[config.mk]
export PLATFORM = sky130hd
export DESIGN_NAME = alu_mul_sequencer
export DESIGN_NICKNAME = d
export VERILOG_FILES = /design/src/rtl/alu_mul_sequencer.sv
export SDC_FILE = /design/constraint.sdc
export NUM_CORES = 1
export LEC_CHECK = 0
export BUFFER_PORTS_ARGS = -buffer_cell sky130_fd_sc_hd__buf_2
export CELL_PAD_IN_SITES_DETAIL_PLACEMENT = 0
export CELL_PAD_IN_SITES_GLOBAL_PLACEMENT = 1
export CORE_ASPECT_RATIO = 1.5
export CORE_MARGIN = 2
export CORE_UTILIZATION = 36
export DETAILED_ROUTE_END_ITERATION = 10
export GPL_TIMING_DRIVEN = 0
export PLACE_DENSITY = 0.8
export SLEW_MARGIN = 30
export SYNTH_ARGS = -nofsm -noshare
export SYNTH_HDL_FRONTEND = slang
export SYNTH_SLANG_ARGS = --single-unit
[constraint.sdc]
create_clock -name clk -period 2.4 [get_ports clk]
set_input_delay 0.36 -clock clk [delete_from_list [all_inputs] [get_ports clk]]
set_output_delay 0.36 -clock clk [all_outputs]
set_load 0.02 [all_outputs]
[src/rtl/alu_mul_sequencer.sv]
// alu_mul_sequencer: signed 8x8 -> 16-bit multiply by sequencing a shared,
// external combinational ALU through shift-left / add / subtract steps.
// Unsigned magnitudes are multiplied by shift-and-add, then the sign is applied
// in a final FIX step (0 - product when the operand signs differ).
// Optional build macro: MUL_EARLY_EXIT_EN -- stop iterating once the remaining
// multiplier bits are all zero (result unchanged, latency shorter).
module alu_mul_sequencer #(
  parameter int WIDTH = 16,
  parameter int OPW   = WIDTH / 2
) (
  input  logic             clk,
  input  logic             rst_n,
  input  logic             start_valid,
  output logic             start_ready,
  input  logic [OPW-1:0]   mcand,
  input  logic [OPW-1:0]   mplier,
  output logic             done_valid,
  input  logic             done_ready,
  output logic [WIDTH-1:0] product,
  output logic             busy,
  output logic [2:0]       alu_op,
  output logic [WIDTH-1:0] alu_a,
  output logic [WIDTH-1:0] alu_b,
  input  logic [WIDTH-1:0] alu_result
);

  localparam int IW = $clog2(OPW);

  localparam logic [2:0] OP_ADD = 3'b000;
  localparam logic [2:0] OP_SUB = 3'b001;
  localparam logic [2:0] OP_SLL = 3'b101;

  typedef enum logic [2:0] {
    S_IDLE,
    S_SHIFT,
    S_ADD,
    S_FIX,
    S_DONE
  } state_t;

  state_t           state_q, state_d;
  logic [WIDTH-1:0] mcand_abs_q, mcand_abs_d;
  logic [OPW-1:0]   mplier_abs_q, mplier_abs_d;
  logic             neg_q, neg_d;
  logic [WIDTH-1:0] shifted_q, shifted_d;
  logic [WIDTH-1:0] product_q, product_d;
  logic [IW-1:0]    i_q, i_d;

  // Magnitudes of the incoming operands; -128 maps to 128 as an unsigned value.
  logic [OPW-1:0] mcand_mag;
  logic [OPW-1:0] mplier_mag;
  logic           last_iter;

  assign mcand_mag  = mcand[OPW-1]  ? (~mcand  + {{(OPW-1){1'b0}}, 1'b1}) : mcand;
  assign mplier_mag = mplier[OPW-1] ? (~mplier + {{(OPW-1){1'b0}}, 1'b1}) : mplier;
  assign last_iter  = (i_q == IW'(OPW - 1));

  // State and datapath registers, cleared by synchronous active-low reset.
  always_ff @(posedge clk) begin
    if (!rst_n) begin
      state_q      <= S_IDLE;
      mcand_abs_q  <= '0;
      mplier_abs_q <= '0;
      neg_q        <= 1'b0;
      shifted_q    <= '0;
      product_q    <= '0;
      i_q          <= '0;
    end else begin
      state_q      <= state_d;
      mcand_abs_q  <= mcand_abs_d;
      mplier_abs_q <= mplier_abs_d;
      neg_q        <= neg_d;
      shifted_q    <= shifted_d;
      product_q    <= product_d;
      i_q          <= i_d;
    end
  end

  // Next-state and register-update logic; ALU results are captured on the step edges.
  always_comb begin
    state_d      = state_q;
    mcand_abs_d  = mcand_abs_q;
    mplier_abs_d = mplier_abs_q;
    neg_d        = neg_q;
    shifted_d    = shifted_q;
    product_d    = product_q;
    i_d          = i_q;
    case (state_q)
      S_IDLE: begin
        if (start_valid) begin
          mcand_abs_d  = {{(WIDTH-OPW){1'b0}}, mcand_mag};
          mplier_abs_d = mplier_mag;
          neg_d        = mcand[OPW-1] ^ mplier[OPW-1];
          product_d    = '0;
          i_d          = '0;
          state_d      = S_SHIFT;
`ifdef MUL_EARLY_EXIT_EN
          if (mplier_mag == '0) state_d = S_FIX;
`endif
        end
      end
      S_SHIFT: begin
        shifted_d = alu_result;
        state_d   = S_ADD;
      end
      S_ADD: begin
        product_d = alu_result;
        if (last_iter) begin
          state_d = S_FIX;
        end else begin
          i_d     = i_q + {{(IW-1){1'b0}}, 1'b1};
          state_d = S_SHIFT;
`ifdef MUL_EARLY_EXIT_EN
          // Double shift keeps the amount in range when i_q is the top index.
          if (((mplier_abs_q >> i_q) >> 1) == '0) state_d = S_FIX;
`endif
        end
      end
      S_FIX: begin
        product_d = alu_result;
        state_d   = S_DONE;
      end
      S_DONE: begin
        if (done_ready) state_d = S_IDLE;
      end
      default: state_d = S_IDLE;
    endcase
  end

  // Moore outputs and ALU operand drive, decoded from the registered state.
  always_comb begin
    start_ready = (state_q == S_IDLE);
    done_valid  = (state_q == S_DONE);
    busy        = (state_q != S_IDLE);
    product     = product_q;
    alu_op      = OP_ADD;
    alu_a       = '0;
    alu_b       = '0;
    case (state_q)
      S_SHIFT: begin
        alu_op = OP_SLL;
        alu_a  = mcand_abs_q;
        alu_b  = {{(WIDTH-IW){1'b0}}, i_q};
      end
      S_ADD: begin
        alu_op = OP_ADD;
        alu_a  = product_q;
        alu_b  = mplier_abs_q[i_q] ? shifted_q : '0;
      end
      S_FIX: begin
        alu_op = neg_q ? OP_SUB : OP_ADD;
        alu_a  = product_q;
        alu_b  = '0;
      end
      default: begin
        alu_op = OP_ADD;
        alu_a  = '0;
        alu_b  = '0;
      end
    endcase
  end

endmodule

# Word-level counts from Yosys, hierarchy flattened
# Cells that the tools add are included.
# word_totals
latch_bits,0
n_memories,0
rom_bits,0
mem_bits_rw,0
out_inout_bits,54
reg_bits,55
wordCells,49
inputBits,36
# op_classes
shifts,0
addsub,3
div_mod_pow,0
reduce_logical,9
bitwise_logic,3
mul,0
magnitude_cmp,1
mux,18
n_eq_ne,8
# op_table
op,n
$pmux W16 S2,3
$mux W16,2
$add A8 B1 Y8 const B,2
$mux W8,2
$not A8 Y8,2
$pmux W3 S5,1
$mux W3,4
$pmux W3 S2,2
$eq A3 B2 Y1 const B,2
$eq A3 B3 Y1 const B,2
$reduce_and A2 Y1,3
$lt A3 B4 Y1 const B,1
$ne A2 B2 Y1 const B,2
$reduce_bool A2 Y1,2
$add A3 B1 Y3 const B,1
$bmux W1 S3,1
$eq A3 B1 Y1 const B,1
$logic_not A3 Y1,1
$reduce_and A3 Y1,1
$reduce_bool A3 Y1,1
$mux W1,2
$mux W2,1
$ne A2 B1 Y1 const B,1
$reduce_or A2 Y1,1
$xor A1 B1 Y1,1

# Depth between registers and ports, before layout
# Gate-level depths: netlist of the first run.
# depth
ltp_word,4
depth_mapped,6
ltp_nobuf,5

# Worst setup path before layout of the first run
# Ideal clock, no wire load.
# synth_path
path_kind,register to output
from,register state_q[1]
to,output alu_b[11]
n_path_buf,2
slack_ns,0.302
arrival_ns,1.738
required_time_ns,2.040
stages_incl_launch_ff,6
cell_sequence,dfxtp_1 buf_2 nor3b_1 o221ai_2 clkbuf_1 nor3b_1
# synth_via
elab_chain_len,2
word_cells_on_any_way,3
# synth_rtl
item,line_no,source
from (decl),41,"state_t state_q, state_d;"
from (signal assigned),69,state_q <= state_d;
$eq A3 B2 Y1 or $eq A3 B1 Y1 (tied branches),139,case (state_q)
$pmux W16 S2 (*),139,
to (decl),23,"output logic [WIDTH-1:0] alu_b,"
# Every way passes the cells marked *; elsewhere a longest branch is shown, timed or not.

# Worst setup path after layout of the first run
# layout_path
from,register i_q[0]
to,output alu_b[12]
# layout_via
elab_chain_len,4
# layout_rtl
item,line_no,source
from (decl),47,"logic [IW-1:0] i_q, i_d;"
from (signal assigned),75,i_q <= i_d;
$bmux W1 S3,148,alu_b = mplier_abs_q[i_q] ? shifted_q : '0;
$mux W1 (implied by the code),148,
$mux W16,148,
$pmux W16 S2,139,
# No other way between the ends. The select of a mux whose other input is x is not followed.

==> results of run 1 <==
## kinds of logic (layout without fill, tap and decap cells)
kind of cell               after synthesis  in the layout  share of synthesized area
muxes                                    6              6                    0.02733
xor gates and xnor gates                 2              2                   0.006274
other                                    1              1                   0.001343
adders and majority gates                4              4                    0.01792
buffers and inverters                   42            137                    0.06451
AOI/OAI and AO/OA                       83             83                     0.1936
and+or+nand+nor                        156            156                     0.2948
DFF                                     55             55                     0.3943
## power by group through the flow
stage | clock (mW) | combinational [mW] | sequential, mW
after global placement | 0 | 0.329 | 1.01
after detailed placement | 0 | 0.333 | 1.01
final | 0.841 | 0.337 | 0.988
after global routing | 0.884 | 0.375 | 0.993
after CTS | 0.857 | 0.339 | 0.988
after floorplan | 0 | 0.207 | 1.01
## through the flow
stage / setup WS (ps) / power [mW]
6_report: 107.9 / 2.165
2_1_floorplan: 302.4 / 1.216
5_1_grt: 21.84 / 2.252
3_3_place_gp: 158.8 / 1.336
3_5_place_dp: 114.4 / 1.342
4_1_cts: 2.623 / 2.184
## final cells by class
cell class,instances,area share
Buffer,28,0.03893
Clock buffer,6,0.03893
Clock inverter,2,0.009821
Inverter,13,0.01368
Multi-Input combinational cell,252,0.4286
Sequential cell,55,0.3094
Tap cell,102,0.03578
Timing Repair Buffer,88,0.1249
## worst max path at each step
stage	to	start	cells after the start	slack (ps)
detailed placement	alu_b[7]	i_q[2]$_SDFFE_PN0P_	5	110
global route	alu_b[12]	i_q[0]$_SDFFE_PN0P_	5	20
global placement	alu_b[12]	i_q[2]$_SDFFE_PN0P_	5	160
floorplan	alu_b[11]	state_q[1]$_SDFFE_PN0P_	5	300
CTS	alu_b[7]	i_q[2]$_SDFFE_PN0P_	5	3
finish	alu_b[12]	i_q[0]$_SDFFE_PN0P_	5	110
## critical path: stages (launching register included)
cell	delay [ps]
dfxtp_1	460
mux2_2	380
o221ai_2	280
clkbuf_4	280
nor3b_1	70
buf_2	160
## metal layers
metal  share of wire  GRT usage  wire length [um]
met5               0          0                 0
met4           0.018    0.05333               140
met3           0.043    0.02674               332
met2            0.52     0.3423              4059
met1            0.42     0.2071              3244
## Yosys cell counts (2+ instances only)
master	instances	share of area
nand3_1	23	0.041
a211oi_1	3	0.0081
a21oi_1	40	0.072
a22o_1	8	0.025
and2_1	11	0.025
o31ai_1	4	0.011
nand3b_1	2	0.0054
o2111ai_1	2	0.0063
a311oi_1	2	0.0063
dfxtp_1	55	0.39
and3_1	2	0.0045
buf_2	9	0.016
nor3b_1	19	0.051
ha_1	4	0.018
or4b_1	2	0.0072
nand2b_1	7	0.016
nand2_1	60	0.081
a2111oi_2	2	0.011
nor2_1	12	0.016
inv_1	11	0.015
a31oi_1	3	0.0067
nor3_1	3	0.0054
clkbuf_1	18	0.024
mux2_2	3	0.012
or3_1	5	0.011
nor2b_1	3	0.0067
mux2i_1	2	0.0072
o21ai_0	12	0.022
## repair_timing
action                                  4_1_cts  5_1_grt
endpoints found under the setup margin       21       27
setup buffers                                 2        0
hold buffers                                  0        0
resized for setup                             5        9
## flip-flops by register name, summed over array words and instances (netlist names)
register / flops
i_q: 3
neg_q: 1
state_q: 3
product: 16
mplier_abs_q: 8
shifted_q: 16
mcand_abs_q: 8
==> flow_summary.yaml, run 1 <==
outcome:
  outcome: "completed"
logic_synthesis:
  synth_flop_cell: "dfxtp_1"
  synth_enable_flop_cells: 0
  synthCells: 349
  syn_nets: 389
  yosys_warnings: 0
  yosysUniqueCellTypes: 50
  synth.avg_cell_area_um2: 8.002
  syn_area_um2: 2793
  ys_seq_elements: 55
  async_flop_share: 0
  ys_seq_area_frac: 0.3943
grt:
  grt_pass1_wl_um: 12470
  grt_util_all_layers: 0.1803
  grt_max_degree: 17
  antenna_found_initial: 0
  grt-ovfl-total: 0
  grt_pass1_vias: 2523
floorplan:
  start_util: 0.3692
  num_rows: 39
  die_h_um: 111.9
  core_area_um2: 7564
  chipWidth_um: 75.92
  ios: 90
  dieArea_um2: 8493
power:
  ir_worst_vdd_v: 0.0004403
  p_leak_nw: 1.531
  p_comb_frac: 0.156
  p_sw_uw: 560.0
  p_per_area_nw_per_um2: 606.9
  clock_power_share: 0.388
  p_sw_frac: 0.2587
  power.internal_mw: 1.605
  seqPwrFrac: 0.456
placed_design:
  gp_congestion: 0.7998
  placed_cells: 537
  port_buffers: 86
  dpl_cell_area_um2: 3351
  dp_hpwl_um: 6100
cells_and_area:
  drive_gt1_frac: 0.2838
  instances_no_fill: 546
  finish.instance_area_um2: 3567
  multiInputGateArea_um2: 1529
  syn2layout_area_growth_pct: 27.73
  final_common_cell: "buf_2"
  regArea_um2: 1104
  nets: 483
  n_antenna_cell: 0
  fin_util: 0.4716
  n_fill_cell: 735
  most-common-layout-cells: "buf_2 (93), nand2_1 (60), dfxtp_1 (53)"
min_path:
  hold_path_depth: 3
  min_path_type: "input port to flop"
  min_from: "alu_result[10]"
  holdPathEnd: "shifted_q[10]$_SDFFE_PN0P_"
route:
  routed_via_density: 4.998
  remaining_drc_errors: 0
  drtPass1Iterations: 4
  wire_per_inst_um: 14.24
  routed_wl_um: 7777
  drt_iter0_drc: 125
  final_antenna_net_count: 0
  num_vias: 2729
timing:
  worst_slew_pin_slew_ps: 563.9
  rsz0062_at_grt: "false"
  max_freq_mhz: 436.3
  fin_worst_skew_ps: 2.618
  slew_violations: 0
  period_minus_slack_ps: 2292
  min_period_over_period: 0.9550
  finalSetupViolCount: 0
  fin_setup_tns_ps: 0
  maxSlewHeadroom: 0.6187
  hold_ws_ps: 313.9
  hold_viol: 0
clock_tree:
  root_buffer: "clkbuf_16"
  clock-sinks: 55
  clockBufferDepth: 2
  path_clk_slew_ps: 70
  clock_latency_ps: 290
  htree_levels: 2
  tritoncts: "built"
  numCtsBuffers: 5
worst_setup_path:
  reg2reg_depth: 5
  cp.arrival_ps: 1930
  worstPathRequired_ps: 2040
  end_kind: "output pin"
  worstSetupPathType: "flop to output pin"
  r2r_setup_slack_ps: 600
  critPathLaunchType: "flop"
  r2r_start: "state_q[0]$_SDFFE_PN0P_"
  cp_max_fo: 10
  r2r_end: "mplier_abs_q[6]$_SDFFE_PN0P_"
flow_run:
  cap_violations: 0
Power figures use the tool's default switching activity.
==> run 2, diff against run 1 <==
- CORE_UTILIZATION: 36 -> 26
- PLACE_DENSITY: 0.8 -> 0.61
==> run 2 against run 1 <==
Sequential cell count unchanged. Sequential power hardly changed. Die area grew 37%. Clock power fell by 11%. Worst hold slack worse by 6.7 ps. Wire length up 13%. Count of clock-buffer cells in the layout did not move. Core utilization is 13 points lower. First-iteration DRC count fell by 51%. Largest power group unchanged.
==> flow_summary.yaml, run 2 (synthesis results as in run 1) <==
grt:
  antenna_found_initial: 0
  grt_util_all_layers: 0.1535
  grt_pass1_vias: 2654
  grt_pass1_wl_um: 13730
  grt_max_degree: 18
  grt-ovfl-total: 0
power:
  p_sw_frac: 0.2882
  seqPwrFrac: 0.476
  ir_worst_vdd_v: 0.0003239
  power.internal_mw: 1.478
  p_comb_frac: 0.165
  p_leak_nw: 1.506
  p_per_area_nw_per_um2: 576.3
  p_sw_uw: 598.4
  clock_power_share: 0.359
clock_tree:
  htree_levels: 2
  tritoncts: "built"
  root_buffer: "clkbuf_16"
  path_clk_slew_ps: 80
  clockBufferDepth: 2
  hold_buffers: 0
  clock-sinks: 55
  clock_latency_ps: 300
  numCtsBuffers: 5
flow_run:
  cap_violations: 0
placed_design:
  gp_congestion: 0.7876
  dp_hpwl_um: 6931
  placed_cells: 579
  dpl_cell_area_um2: 3403
  port_buffers: 86
timing:
  maxSlewHeadroom: 0.6061
  rsz0062_at_grt: "false"
  hold_viol: 0
  fin_setup_tns_ps: 0
  slew_violations: 0
  period_minus_slack_ps: 2287
  max_freq_mhz: 437.2
  worst_slew_pin_slew_ps: 590.9
  min_period_over_period: 0.9530
  fin_worst_skew_ps: 5.714
  finalSetupViolCount: 0
worst_setup_path:
  r2r_end: "product[7]$_SDFFE_PN0P_"
  worstSetupEndpoint: "alu_b[3]"
  cp.arrival_ps: 1930
  end_kind: "output pin"
  worstPathRequired_ps: 2040
  r2r_start: "state_q[2]$_SDFFE_PN0P_"
  reg2reg_depth: 6
  cp_max_fo: 10
  worstSetupPathType: "flop to output pin"
  critPathLaunch: "i_q[2]$_SDFFE_PN0P_"
  critPathLaunchType: "flop"
  r2r_setup_slack_ps: 460
cells_and_area:
  fin_util: 0.3420
  final_common_cell: "buf_2"
  n_antenna_cell: 0
  n_fill_cell: 1169
  drive_gt1_frac: 0.2822
  syn2layout_area_growth_pct: 28.99
  finish.instance_area_um2: 3602
  nets: 482
  most-common-layout-cells: "buf_2 (93), nand2_1 (60), dfxtp_1 (52)"
  instances_no_fill: 587
floorplan:
  core_area_um2: 10530
  dieArea_um2: 11600
  start_util: 0.2651
  num_rows: 46
  ios: 90
  chipWidth_um: 88.62
  die_h_um: 130.9
min_path:
  min_path_type: "input port to flop"
route:
  routed_via_density: 4.658
  wire_per_inst_um: 15.00
  num_vias: 2734
  drtPass1Iterations: 4
  routed_wl_um: 8803
  final_antenna_net_count: 0
  remaining_drc_errors: 0
  drt_iter0_drc: 61
outcome:
  outcome: "completed"
-- run 2: cell count changes in the layout (fill, tap and decap cells not counted) --
cell | before | now
nor3b_2 | 2 | 1
bufinv_16 | 1 | 0
clkbuf_8 | 1 | 0
clkinvlp_4 | 0 | 1
buf_4 | 4 | 3
o221ai_4 | 0 | 1
clkbuf_1 | 14 | 15
nor3b_4 | 0 | 1
o221ai_2 | 1 | 0
inv_6 | 0 | 1
dfxtp_2 | 2 | 3
dfxtp_1 | 53 | 52
clkinv_2 | 1 | 0
-- run 2: final cells by class --
type                       count  area [um2]  area share
multi-input combinational    252        1546      0.4293
sequential                    55        1105      0.3067
timing repair buffer          87       440.4      0.1223
tap                          144       180.2     0.05002
buffer                        28       136.4     0.03786
clock buffer                   6       128.9     0.03578
inverter                      13       48.80     0.01355
clock inverter                 2       16.27    0.004515
-- run 2: how the worst min path moves through the flow --
stage,startpoint,endpoint,slack [ps],cells after the start
2_1_floorplan,shifted_q[10]$_SDFFE_PN0P_,shifted_q[10]$_SDFFE_PN0P_,430,2
3_3_place_gp,shifted_q[14]$_SDFFE_PN0P_,shifted_q[14]$_SDFFE_PN0P_,440,2
3_5_place_dp,shifted_q[10]$_SDFFE_PN0P_,shifted_q[10]$_SDFFE_PN0P_,450,2
4_1_cts,alu_result[12],shifted_q[12]$_SDFFE_PN0P_,300,3
5_1_grt,alu_result[13],product[13]$_SDFFE_PN0P_,310,3
6_report,alu_result[12],product[12]$_SDFFE_PN0P_,310,3
-- run 2: stage by stage --
| step | hold slack, ps | total power [mW] | setup slack, ps |
|---|---|---|---|
| floorplan | 431.5 | 1.216 | 302.4 |
| global placement | 439.0 | 1.346 | 112.1 |
| detailed placement | 446.0 | 1.349 | 71.66 |
| CTS | 305.0 | 2.100 | 17.71 |
| global route | 309.8 | 2.173 | 14.41 |
| finish | 307.2 | 2.076 | 112.9 |
-- run 2: repair_timing --
action / CTS / global route
gates cloned: 0 / 0
pin swaps: 0 / 0
setup endpoints to repair: 28 / 13
gates resized for setup: 9 / 6
setup buffers: 1 / 0
hold endpoints to repair: 0 / 0
-- run 2: worst max-delay path, stage by stage, from the launching register on --
cell and delay [ps]:
dfxtp_2 390, mux4_2 540, nor2_4 210, buf_2 260, nor3b_1 80, buf_2 160
-- run 2: power by group through the flow --
stage / Combinational (mW) / Sequential [mW] / Clock [mW]
2_1_floorplan: 0.207 / 1.01 / 0
3_3_place_gp: 0.338 / 1.01 / 0
3_5_place_dp: 0.339 / 1.01 / 0
4_1_cts: 0.348 / 0.988 / 0.764
5_1_grt: 0.382 / 0.995 / 0.797
6_report: 0.343 / 0.988 / 0.745
-- run 2: metal layers --
layer  vias to the layer above  wire length [um]  GRT usage
li1                       1405                 -          -
met1                      1253              3610     0.1752
met2                        70              4690     0.2875
met3                         6               393    0.02575
met4                         0               108    0.04278
met5                         -                 0          0
==> run 3, diff against run 2 <==
- GPL_TIMING_DRIVEN: 0 -> unset
- PLACE_DENSITY: 0.61 -> 0.65
==> run 3 against run 2 <==
Wire length decreased by 6.1%. Final cell count decreased by 3.2%. Die area unchanged. Largest power group unchanged.
==> flow_summary.yaml, run 3 (synthesis results as in run 1) <==
clock_tree:
  clock_latency_ps: 300
  clockBufferDepth: 2
  numCtsBuffers: 5
  path_clk_slew_ps: 80
  root_buffer: "clkbuf_16"
  tritoncts: "built"
  clock-sinks: 55
  htree_levels: 2
  hold_buffers: 0
  cts_setup_buffers: 0
worst_setup_path:
  r2r_end: "product[4]$_SDFFE_PN0P_"
  end_kind: "output pin"
  critPathLaunch: "i_q[0]$_SDFFE_PN0P_"
  worstSetupPathType: "flop to output pin"
  cp_max_fo: 16
  worstSetupEndpoint: "alu_b[4]"
  worstPathRequired_ps: 2040
  critPathLaunchType: "flop"
  r2r_setup_slack_ps: 480
  path_cells: "mux2_2, o221ai_4, nor3b_1, buf_2"
  r2r_start: "state_q[2]$_SDFFE_PN0P_"
  cpMaxStageDelayCell: "dfxtp_1"
  critPathMaxStageDelay_ps: 470
  reg2reg_depth: 4
  cp.arrival_ps: 1900
placed_design:
  pre_cts_ws_ps: 323.2
  dp_hpwl_um: 6175
  dpl_cell_area_um2: 3369
  gp_congestion: 0.7907
  port_buffers: 88
  placed_cells: 560
grt:
  grt_util_all_layers: 0.1406
  grt_max_degree: 33
  grt_pass1_wl_um: 12500
  antenna_found_initial: 0
  grt_pass1_vias: 2421
  grt-ovfl-total: 0
cells_and_area:
  nets: 463
  most-common-layout-cells: "buf_2 (88), nand2_1 (60), dfxtp_1 (52)"
  instances_no_fill: 568
  syn2layout_area_growth_pct: 26.75
  finish.instance_area_um2: 3540
  drive_gt1_frac: 0.2830
  final_common_cell: "buf_2"
  n_antenna_cell: 0
timing:
  slew_violations: 0
  finalSetupViolCount: 0
  layout_setup_ws_ps: 145.0
  max_freq_mhz: 443.5
  period_minus_slack_ps: 2255
  maxSlewHeadroom: 0.5239
  fin_worst_skew_ps: 8.895
  rsz0062_at_grt: "false"
  worst_slew_pin_slew_ps: 714.1
  min_period_over_period: 0.9396
  fin_setup_tns_ps: 0
  hold_viol: 0
flow_run:
  cap_violations: 0
route:
  routed_wl_um: 8266
  routed_via_density: 4.750
  drt_iter0_drc: 123
  num_vias: 2698
  drtPass1Iterations: 4
  final_antenna_net_count: 0
  remaining_drc_errors: 0
  wire_per_inst_um: 14.55
floorplan:
  chipWidth_um: 88.62
  start_util: 0.2651
  core_area_um2: 10530
  dieArea_um2: 11600
  die_h_um: 130.9
  num_rows: 46
  ios: 90
outcome:
  outcome: "completed"
power:
  ir_worst_vdd_v: 0.0002436
  p_leak_nw: 1.471
  p_per_area_nw_per_um2: 581.1
  finalPower_mw: 2.057
min_path:
  min_path_type: "input port to flop"
## run 3: changes by cell type in the layout (fill, tap and decap cells not counted), sizes merged
| cell | before | now |
|---|---|---|
| clkinv | 1 | 3 |
| buf | 97 | 96 |
| clkbuf | 24 | 5 |
| inv | 13 | 12 |
## run 3: per-stage QoR
step	utilization	hold slack, ps
2_1_floorplan	-	431.5
6_report	0.3361	307.2
3_3_place_gp	0.3199	445.2
4_1_cts	0.3352	296.2
3_5_place_dp	0.3199	442.6
5_1_grt	0.3361	299.8
## run 3: worst min-delay path by stage
stage                                    start                          to  cells past startpoint
detailed placement  shifted_q[11]$_SDFFE_PN0P_  shifted_q[11]$_SDFFE_PN0P_                      2
floorplan           shifted_q[10]$_SDFFE_PN0P_  shifted_q[10]$_SDFFE_PN0P_                      2
CTS                              alu_result[8]     product[8]$_SDFFE_PN0P_                      3
global placement    shifted_q[12]$_SDFFE_PN0P_  shifted_q[12]$_SDFFE_PN0P_                      2
finish                           alu_result[8]     product[8]$_SDFFE_PN0P_                      3
global route                     alu_result[1]   shifted_q[1]$_SDFFE_PN0P_                      3
## run 3: layout make-up
type | count | area [um2]
Inverter | 13 | 48.80
Multi-Input combinational cell | 252 | 1530
Tap cell | 144 | 180.2
Clock inverter | 3 | 25.02
Fill cell | 1171 | 6993
Clock buffer | 5 | 125.1
Sequential cell | 55 | 1105
Timing Repair Buffer | 96 | 525.5
## run 3: critical path: cells and delay by family (launching register included)
kind / cells / cell delay, ps
mux: 1 / 410
simple gates: 1 / 120
buf+inv: 1 / 190
compound gates: 1 / 410
flops: 1 / 470
## run 3: per-layer routing
metal | global-route usage | vias up | wire, um | part of all wire
met3 | 0.02701 | 10 | 416 | 0.050
met1 | 0.1723 | 1245 | 3573 | 0.43
met2 | 0.2406 | 76 | 4114 | 0.50
met5 | 0 | - | 0 | 0
li1 | - | 1367 | - | -
met4 | 0.05348 | 0 | 161 | 0.019
## run 3: what timing repair did
action	CTS	global route
resized for setup	1	4
pin swaps	0	0
endpoints found under the setup margin	6	24
## run 3: power breakdown
group | leakage [nW] | switching, mW | internal [mW] | total [mW]
registers | 0.450 | 0.0358 | 0.960 | 0.996
logic | 0.951 | 0.200 | 0.122 | 0.322
clock network | 0.0700 | 0.348 | 0.391 | 0.739
